$ cat src/rtl/recepcao_medida_pkg.sv
// Shared definitions for the measurement frame receiver.
// Holds the parser state codes (also shown on db_estado), the ASCII
// delimiters of the "TTTT,UUUU#" frame, the hex digit ranges, and two
// helper functions that classify and decode a hex digit byte.
package recepcao_medida_pkg;

    typedef enum logic [3:0] {
        ESPERA = 4'h0,
        TEMP   = 4'h1,
        SEP    = 4'h2,
        UMID   = 4'h3,
        FIM    = 4'h4,
        ERRO   = 4'hE
    } estado_t;

    localparam logic [7:0] ASCII_VIRGULA   = 8'h2C;  // ','
    localparam logic [7:0] ASCII_CERQUILHA = 8'h23;  // '#'
    localparam logic [7:0] ASCII_0         = 8'h30;
    localparam logic [7:0] ASCII_9         = 8'h39;
    localparam logic [7:0] ASCII_A         = 8'h41;
    localparam logic [7:0] ASCII_F         = 8'h46;

    // Only '0'-'9' and uppercase 'A'-'F' count as digits.
    function automatic logic is_hex(input logic [7:0] b);
        return ((b >= ASCII_0) && (b <= ASCII_9)) ||
               ((b >= ASCII_A) && (b <= ASCII_F));
    endfunction

    // Nibble value of a byte already known to be a hex digit.
    function automatic logic [3:0] hex_val(input logic [7:0] b);
        logic [7:0] d;
        if (b <= ASCII_9)
            d = b - ASCII_0;
        else
            d = b - 8'h37;   // 'A' (0x41) maps to 0xA
        return d[3:0];
    endfunction

endpackage

$ cat src/rtl/recepcao_medida_rx.sv
// rx_serial_8N1: 8N1 asynchronous serial byte receiver.
// The line is first passed through a 2-flop synchronizer (reset to the idle
// level 1). A synchronized falling edge starts a half-bit wait; a line that
// is high again at that point is a false start. Data bits (LSB first) and
// the stop bit are then sampled every DIV cycles.
// Ports:
//   clock      - system clock, rising edge
//   reset      - asynchronous, active-high
//   rx         - raw serial line, idle high
//   dado       - last received byte (valid with byte_valid)
//   byte_valid - one-cycle pulse, stop bit was 1
//   byte_err   - one-cycle pulse, stop bit was 0 (byte dropped)
module rx_serial_8N1 #(
    parameter int CLK_FREQ = 50_000_000,
    parameter int BAUD     = 115200
) (
    input  logic       clock,
    input  logic       reset,
    input  logic       rx,
    output logic [7:0] dado,
    output logic       byte_valid,
    output logic       byte_err
);

    localparam int DIV   = CLK_FREQ / BAUD;
    localparam int HALF  = DIV / 2;
    localparam int CNT_W = $clog2(DIV + 1);

    typedef enum logic [1:0] {
        RX_IDLE,
        RX_START,
        RX_DATA,
        RX_STOP
    } rx_estado_t;

    rx_estado_t       state, state_n;
    logic             rx_meta, rx_sync, rx_prev;
    logic [CNT_W-1:0] cnt, cnt_n;
    logic [2:0]       bit_idx, bit_idx_n;
    logic [7:0]       shift, shift_n;
    logic [7:0]       dado_n;
    logic             byte_valid_n, byte_err_n;

    always_ff @(posedge clock or posedge reset) begin
        if (reset) begin
            rx_meta    <= 1'b1;
            rx_sync    <= 1'b1;
            rx_prev    <= 1'b1;
            state      <= RX_IDLE;
            cnt        <= '0;
            bit_idx    <= '0;
            shift      <= '0;
            dado       <= '0;
            byte_valid <= 1'b0;
            byte_err   <= 1'b0;
        end else begin
            rx_meta    <= rx;
            rx_sync    <= rx_meta;
            rx_prev    <= rx_sync;
            state      <= state_n;
            cnt        <= cnt_n;
            bit_idx    <= bit_idx_n;
            shift      <= shift_n;
            dado       <= dado_n;
            byte_valid <= byte_valid_n;
            byte_err   <= byte_err_n;
        end
    end

    always_comb begin
        state_n      = state;
        cnt_n        = cnt + CNT_W'(1);
        bit_idx_n    = bit_idx;
        shift_n      = shift;
        dado_n       = dado;
        byte_valid_n = 1'b0;
        byte_err_n   = 1'b0;
        case (state)
            RX_IDLE: begin
                cnt_n = '0;
                if (rx_prev && !rx_sync)
                    state_n = RX_START;
            end
            RX_START: begin
                // Middle of the start bit: still low means a real start.
                if (cnt == CNT_W'(HALF - 1)) begin
                    cnt_n     = '0;
                    bit_idx_n = '0;
                    state_n   = rx_sync ? RX_IDLE : RX_DATA;
                end
            end
            RX_DATA: begin
                if (cnt == CNT_W'(DIV - 1)) begin
                    cnt_n   = '0;
                    shift_n = {rx_sync, shift[7:1]};
                    if (bit_idx == 3'd7)
                        state_n = RX_STOP;
                    else
                        bit_idx_n = bit_idx + 3'd1;
                end
            end
            RX_STOP: begin
                if (cnt == CNT_W'(DIV - 1)) begin
                    cnt_n   = '0;
                    state_n = RX_IDLE;
                    if (rx_sync) begin
                        byte_valid_n = 1'b1;
                        dado_n       = shift;
                    end else begin
                        byte_err_n = 1'b1;
                    end
                end
            end
            default: begin
                state_n = RX_IDLE;
                cnt_n   = '0;
            end
        endcase
    end

endmodule

$ cat src/rtl/recepcao_medida.sv
// recepcao_medida: receives "TTTT,UUUU#" measurement frames over an 8N1
// serial line and publishes the temperature and humidity words.
// Digits are collected into shadow registers; the visible outputs change
// only when a complete, well-formed frame ends with '#'. Any malformed
// frame produces a single-cycle ERRO state and the parser resumes waiting
// for the next frame.
// Ports:
//   clock       - system clock, rising edge
//   reset       - asynchronous, active-high
//   rx_serial   - serial line, idle high
//   temperatura - last valid temperature word
//   umidade     - last valid humidity word
//   pronto      - one-cycle pulse, outputs just updated
//   erro        - one-cycle pulse, frame discarded
//   db_estado   - parser state code for the debug display
module recepcao_medida
    import recepcao_medida_pkg::*;
#(
    parameter int CLK_FREQ = 50_000_000,
    parameter int BAUD     = 115200
) (
    input  logic        clock,
    input  logic        reset,
    input  logic        rx_serial,
    output logic [15:0] temperatura,
    output logic [15:0] umidade,
    output logic        pronto,
    output logic        erro,
    output logic [3:0]  db_estado
);

    logic [7:0]  dado;
    logic        byte_valid, byte_err;

    estado_t     state, state_n;
    logic [1:0]  count, count_n;
    logic [15:0] temp_sh, temp_sh_n;
    logic [15:0] umid_sh, umid_sh_n;
    logic [15:0] temperatura_n, umidade_n;
    logic        pronto_n;
    logic        digito;
    logic [3:0]  nib;

    rx_serial_8N1 #(
        .CLK_FREQ (CLK_FREQ),
        .BAUD     (BAUD)
    ) u_rx (
        .clock      (clock),
        .reset      (reset),
        .rx         (rx_serial),
        .dado       (dado),
        .byte_valid (byte_valid),
        .byte_err   (byte_err)
    );

    always_ff @(posedge clock or posedge reset) begin
        if (reset) begin
            state       <= ESPERA;
            count       <= '0;
            temp_sh     <= '0;
            umid_sh     <= '0;
            temperatura <= '0;
            umidade     <= '0;
            pronto      <= 1'b0;
        end else begin
            state       <= state_n;
            count       <= count_n;
            temp_sh     <= temp_sh_n;
            umid_sh     <= umid_sh_n;
            temperatura <= temperatura_n;
            umidade     <= umidade_n;
            pronto      <= pronto_n;
        end
    end

    // ERRO is entered for exactly one cycle, so the pulse follows the state.
    assign erro      = (state == ERRO);
    assign db_estado = state;

    always_comb begin
        state_n       = state;
        count_n       = count;
        temp_sh_n     = temp_sh;
        umid_sh_n     = umid_sh;
        temperatura_n = temperatura;
        umidade_n     = umidade;
        pronto_n      = 1'b0;
        digito        = is_hex(dado);
        nib           = hex_val(dado);
        case (state)
            ESPERA: begin
                // A stray '#' here is the tail of a broken frame: ignore it.
                if (byte_valid) begin
                    if (digito) begin
                        temp_sh_n = {12'h000, nib};
                        count_n   = 2'd1;
                        state_n   = TEMP;
                    end else if (dado != ASCII_CERQUILHA) begin
                        state_n = ERRO;
                    end
                end
            end
            TEMP: begin
                if (byte_err) begin
                    state_n = ERRO;
                end else if (byte_valid) begin
                    if (digito) begin
                        temp_sh_n = {temp_sh[11:0], nib};
                        if (count == 2'd3) begin
                            count_n = '0;
                            state_n = SEP;
                        end else begin
                            count_n = count + 2'd1;
                        end
                    end else begin
                        state_n = ERRO;
                    end
                end
            end
            SEP: begin
                if (byte_err) begin
                    state_n = ERRO;
                end else if (byte_valid) begin
                    if (dado == ASCII_VIRGULA) begin
                        count_n = '0;
                        state_n = UMID;
                    end else begin
                        state_n = ERRO;
                    end
                end
            end
            UMID: begin
                if (byte_err) begin
                    state_n = ERRO;
                end else if (byte_valid) begin
                    if (digito) begin
                        umid_sh_n = {umid_sh[11:0], nib};
                        if (count == 2'd3) begin
                            count_n = '0;
                            state_n = FIM;
                        end else begin
                            count_n = count + 2'd1;
                        end
                    end else begin
                        state_n = ERRO;
                    end
                end
            end
            FIM: begin
                if (byte_err) begin
                    state_n = ERRO;
                end else if (byte_valid) begin
                    if (dado == ASCII_CERQUILHA) begin
                        temperatura_n = temp_sh;
                        umidade_n     = umid_sh;
                        pronto_n      = 1'b1;
                        state_n       = ESPERA;
                    end else begin
                        state_n = ERRO;
                    end
                end
            end
            ERRO: begin
                count_n = '0;
                state_n = ESPERA;
            end
            default: begin
                count_n = '0;
                state_n = ESPERA;
            end
        endcase
    end

endmodule

$ cat config.mk
export PLATFORM = sky130hd
export DESIGN_NAME = recepcao_medida
export DESIGN_NICKNAME = d
export VERILOG_FILES = /design/src/rtl/recepcao_medida_pkg.sv /design/src/rtl/recepcao_medida_rx.sv /design/src/rtl/recepcao_medida.sv
export SDC_FILE = /design/constraint.sdc
export NUM_CORES = 1
export LEC_CHECK = 0
export BUFFER_PORTS_ARGS = -buffer_cell sky130_fd_sc_hd__buf_2
export CELL_PAD_IN_SITES_DETAIL_PLACEMENT = 0
export CELL_PAD_IN_SITES_GLOBAL_PLACEMENT = 1
export CORE_UTILIZATION = 44
export DETAILED_ROUTE_END_ITERATION = 10
export PLACE_DENSITY_LB_ADDON = 0.08
export SLEW_MARGIN = 0
export SYNTH_ARGS = -nofsm -noshare
export SYNTH_HDL_FRONTEND = slang
export SYNTH_SLANG_ARGS = --single-unit
$ cat constraint.sdc
create_clock -name clock -period 3.6 [get_ports clock]
set_input_delay 0.72 -clock clock [delete_from_list [all_inputs] [get_ports clock]]
set_output_delay 0.72 -clock clock [all_outputs]
set_load 0.05 [all_outputs]
==> run_results.csv, run 1 <==
group,metric,value,unit
clocking,clkTransAtPathRegs,0.10,ns
clocking,cts_made_buffers,9,
clocking,clk_latency,0.38,ns
logic_synthesis,synth.net_count,397,
outcome,outcome,"complete, no violations",
power,p_int,1.53,mW
power,power_frac_seq,61.0,%
logic_synthesis,async_reset_ff_share,100,%
sta,fmax,362,MHz
sta,fin_ws,0.840,ns
power,finalPower,2.06,mW
drt,ant_nets,0,
clocking,htreeDepth,3,
power,combPwrFrac,5.2,%
clocking,post_cts_resize_count,0,
setup_path,worstPathMaxFanout,10,
sta,slew_viol_final,0,
sta,max_slew.worst_pin.slew,0.845,ns
setup_path,critical_path_arrival,3.06,ns
power,power_switching,0.530,mW
clocking,clock_path_buffers,2,
power,power.density,392,nW/µm²
global_route,grt_usage,16.0,%
die,dieArea,11200,µm²
logic_synthesis,syn_inst,384,
place,dpl_worst_slack,0.830,ns
logic_synthesis,synth_edf_count,0,
place,dp_hpwl,5410,µm
drt,drtIter0Drc,96,
sta,fin_setup_tns,0,ns
logic_synthesis,syn_area_per_cell,12.4,µm²
setup_path,criticalPathCategory,"register to register",
power,peakVddDrop,0.236,mV
die,die_h,106,µm
global_route,grt_pass1_wl,14300,µm
clocking,post_cts.repair.setup_buffers,0,
logic_synthesis,yosysWarnings,0,
sta,finClkSkew,0.0205,ns
global_route,grt_max_degree,55,
setup_path,cp.required,3.90,ns
logic_synthesis,synthTopCellsByArea,"dfrtp_1 (54%), mux2_2 (16%), mux2i_1 (3.2%)",
die,num_rows,37,
final_layout,drive_gt1_share,33.3,%
clocking,cts-root-buf,"clkbuf_8",
logic_synthesis,synth_common_cells,"dfrtp_1 (103), mux2_2 (69), inv_1 (29)",
drt,post-route-drc-count,0,
place,io_buffers,40,
clocking,ctsHoldBuffers,0,
logic_synthesis,synth_top_area_cell,"dfrtp_1",
final_layout,syn2layout_area_growth,10.5,%
setup_path,startpoint_type,"register",
die,core-area,10400,µm²
global_route,antenna_found_initial,0,
die,start_util,45.6,%
flow_run,cap_viol_max_count,0,
power,p_leak,2.59,nW
die,die_w,106,µm
die,pin_count,41,
power,sw_frac_of_total,25.7,%
global_route,gr-total-overflow,0,
logic_synthesis,synth.top_cell.area_share,54.2,%
worst_hold_path,min_path_type,"register to register",
drt,wl_per_cell,14.3,µm
clocking,tritoncts,"done",
place,gp_congestion,0.796,
sta,timing.final.crit_share,76.7,%
logic_synthesis,synth_ff_type,"dfrtp_1",
logic_synthesis,yosysSeqAreaShare,55.9,%
logic_synthesis,synth_most_common_cell,"dfrtp_1",
clocking,cts.sinks,106,
logic_synthesis,syn_area,4750,µm²
drt,drt_first_pass_iters,4,
sta,finalSetupViolCount,0,
global_route,grt_pass1_vias,2947,
logic_synthesis,yosysUniqueCellTypes,58,
sta,period_needed,2.76,ns
drt,num_vias,2934,
sta,hold_violations,0,
final_layout,nets,434,
sta,rsz0062_at_grt,"false",
drt,wirelength,8030,µm
setup_path,endpoint_kind,"register",
logic_synthesis,ys_ff_latch,106,
drt,vias_per_cell,5.22,
final_layout,diodes,0,
power,power_frac_clock,33.8,%
sta,max_slew_margin,43.5,%
## cells by family after synthesis
family	synth area share, %
DFF	55.9
and+or+nand+nor	10.1
muxes	19.5
buffers and inverters	4.34
AOI/OAI and AO/OA	5.84
adders and majority gates	2.84
xor gates and xnor gates	1.47
## placed cells by master, fill, tap and decap left out, types with 5 or more instances in the layout
master	count
ha_1	10
nor2_1	20
dfrtp_1	103
mux2_2	69
inv_1	28
clkbuf_8	9
o21ai_0	6
nand2_1	25
buf_2	40
mux2i_1	15
nor2b_1	5
nand3_1	10
## power groups by stage
stage / combinational [mW] / sequential [mW] / clock (mW)
global route: 0.131 / 1.26 / 0.776
floorplan: 0.0878 / 1.27 / 0
detailed placement: 0.110 / 1.28 / 0
global placement: 0.107 / 1.28 / 0
finish: 0.107 / 1.26 / 0.697
CTS: 0.111 / 1.26 / 0.725
## critical path, cell delays in order, from the launching register on
cell and delay [ns]:
dfrtp_1 0.47, inv_1 0.11, ha_1 0.16, o21bai_1 0.12
a211oi_1 0.56, o21ai_0 0.24, nor2_2 0.55, buf_4 0.30
mux2i_1 0.19
## through the flow
step                std cells  util [%]  hold WS (ns)  cell area [µm²]
detailed placement        546      48.7         0.349             5070
global placement          546      48.7         0.346             5070
CTS                       562      50.4         0.366             5250
global route              562      50.4         0.375             5250
finish                    562      50.4         0.363             5250
floorplan                 384         -         0.345             4750
## cell type report
class	instances	area [µm²]
repair buffers	44	243
well taps	136	170
multi-input cells	231	1890
fillers	945	5160
clock buffers	10	128
flip-flops and latches	106	2660
inverters	29	111
clock inverters	6	55.1
## sequential cells by signal, summed over array words and instances (netlist names), named ones only
register,cells
u_rx.rx_sync,1
u_rx.cnt,9
count,2
pronto,1
temperatura,16
temp_sh,16
u_rx.shift,8
db_estado,4
umid_sh,16
u_rx.bit_idx,3
u_rx.byte_err,1
u_rx.dado,8
u_rx.rx_prev,1
u_rx.rx_meta,1
u_rx.state,1
umidade,16
u_rx.byte_valid,1
## worst paths after layout
kind                              startpoint             end  slack, ns  cells past startpoint
worst max-delay path            u_rx.dado[0]     temp_sh[10]       0.84                      8
worst min-delay path            u_rx.rx_meta    u_rx.rx_sync       0.36                      0
worst max register to register  u_rx.dado[0]     temp_sh[10]       0.84                      8
worst min register to register  u_rx.rx_meta    u_rx.rx_sync       0.36                      0
max in group asynchronous              reset  temperatura[9]       2.44                      3
min in group asynchronous              reset     umidade[13]       0.45                      2
## per-layer routing
metal	global-route usage [%]	wire, µm	vias to the layer above
met5	0	0	-
met4	6.15	140	0
met3	3.07	234	17
met2	25.2	3700	46
met1	22.1	3950	1460
li1	-	-	1411
Power figures use the tool's default switching activity.
==> run 2: changes to the inputs <==
- clock period: 3.6 -> 2.33 ns (I/O delays scaled with it)
==> run_results.csv, run 2 (same netlist as run 1, synthesis figures left out) <==
group,metric,value,unit
clocking,ctsHoldBuffers,0,
setup_path,crit_slowest_cell,"or4b_4",
setup_path,worstPathMaxFanout,7,
global_route,grt_max_degree,107,
place,gp_congestion,0.848,
drt,wl_per_cell,15.3,µm
clocking,htreeDepth,3,
drt,wirelength,9060,µm
die,die_w,106,µm
setup_path,cp.required,2.58,ns
clocking,clkTransAtPathRegs,0.10,ns
sta,fin_ws,0.0162,ns
drt,drtIter0Drc,124,
sta,max_slew_margin,63.7,%
die,start_util,45.6,%
global_route,grt_usage,16.4,%
place,io_buffers,40,
sta,finalSetupViolCount,0,
setup_path,criticalPathCategory,"register to register",
sta,max_slew.worst_pin.slew,0.531,ns
die,core-area,10400,µm²
die,die_h,106,µm
global_route,grt_pass1_vias,3006,
setup_path,crit_path_max_incr_delay,0.53,ns
place,dpl_worst_slack,-0.0361,ns
flow_run,cap_viol_max_count,0,
final_layout,final_common_cell,"dfrtp_1",
final_layout,syn2layout_area_growth,22.4,%
global_route,gr-total-overflow,0,
clocking,cts-root-buf,"clkbuf_8",
die,num_rows,37,
setup_path,critical_path_arrival,2.57,ns
worst_hold_path,min_path_type,"input port to register",
global_route,grt_pass1_wl,14500,µm
sta,rsz0062_at_grt,"true",
sta,fmax,432,MHz
power,p_leak,2.85,nW
setup_path,endpoint_kind,"register",
power,peakVddDrop,0.382,mV
drt,drt_first_pass_iters,6,
setup_path,startpoint_type,"register",
power,finalPower,3.19,mW
sta,fin_setup_tns,0,ns
clocking,cts.sinks,106,
outcome,outcome,"complete, no violations",
global_route,antenna_found_initial,0,
place,dp_hpwl,5650,µm
sta,period_needed,2.31,ns
die,dieArea,11200,µm²
clocking,cts_made_buffers,9,
power,power.density,549,nW/µm²
drt,num_vias,3033,
sta,finClkSkew,0.0199,ns
final_layout,layout_common_cells,"dfrtp_1 (102), buf_2 (40), mux2_4 (37)",
clocking,clk_latency,0.37,ns
clocking,tritoncts,"done",
die,pin_count,41,
clocking,clock_path_buffers,2,
drt,vias_per_cell,5.12,
final_layout,drive_gt1_share,39.7,%
final_layout,diodes,0,
drt,ant_nets,0,
drt,post-route-drc-count,0,
final_layout,nets,464,
final_layout,fillCellCount,912,
setup_path,crit_path_cell_trace,"or4b_4 > or4_4 > nor3_4 > buf_12 > clkbuf_16 > mux2_4",
sta,timing.final.crit_share,99.3,%
sta,slew_viol_final,0,
sta,hold_violations,0,
==> run 2: what timing repair did <==
item,4_1_cts,5_1_grt
pin swaps,0,2
setup endpoints to repair,17,58
buffers inserted,0,3
gates resized for setup,2,51
cloned,0,5
==> run 2: where the power goes <==
group          total [mW]  leakage [nW]  internal, mW  switching [mW]
Sequential           1.94          1.46          1.89          0.0561
Clock                1.08        0.0882         0.414           0.668
Combinational       0.168          1.30        0.0709          0.0972
Total                3.19          2.85          2.37           0.821
==> run 2: metal layers <==
metal / GRT usage, % / routed length, µm / up-vias / part of all wire (%)
met2: 25.3 / 4130 / 49 / 46
met5: 0 / 0 / - / 0
met3: 3.25 / 260 / 7 / 2.9
met4: 5.16 / 89 / 0 / 0.98
li1: - / - / 1475 / -
met1: 23.4 / 4590 / 1502 / 51
==> run 2: cell type report <==
class	instances	area, µm²	share of cell area [%]
flip-flops and latches	106	2660	45.7
clock inverters	6	60.1	1.03
well taps	136	170	2.93
inverters	29	113	1.94
repair buffers	74	608	10.5
clock buffers	10	128	2.19
multi-input cells	231	2080	35.8
==> run 2: through the flow <==
step | utilization, % | cell area (µm²) | cells | hold WS [ns]
2_1_floorplan | - | 4780 | 384 | 0.345
3_3_place_gp | 50.8 | 5290 | 568 | 0.346
3_5_place_dp | 50.8 | 5290 | 568 | 0.351
4_1_cts | 52.7 | 5490 | 584 | 0.168
5_1_grt | 55.8 | 5820 | 592 | 0.160
6_report | 55.8 | 5820 | 592 | 0.190
==> run 2: worst paths after layout <==
kind / end / cells after the start / start / slack, ns
max in group asynchronous: u_rx.dado[5] / 3 / reset / 1.64
hold reg to reg: u_rx.rx_sync / 0 / u_rx.rx_meta / 0.37
min in group asynchronous: umid_sh[8] / 3 / reset / 0.23
hold / removal: u_rx.rx_meta / 1 / rx_serial / 0.19
setup / recovery: temperatura[14] / 6 / u_rx.dado[7] / 0.02
setup reg to reg: temperatura[14] / 6 / u_rx.dado[7] / 0.02
==> run 2: critical path: cells and delay by family, from the launching register on <==
family	cells	cell delay [ns]
buffers and inverters	2	0.33
DFF	1	0.41
muxes	1	0.30
and+or+nand+nor	3	1.17
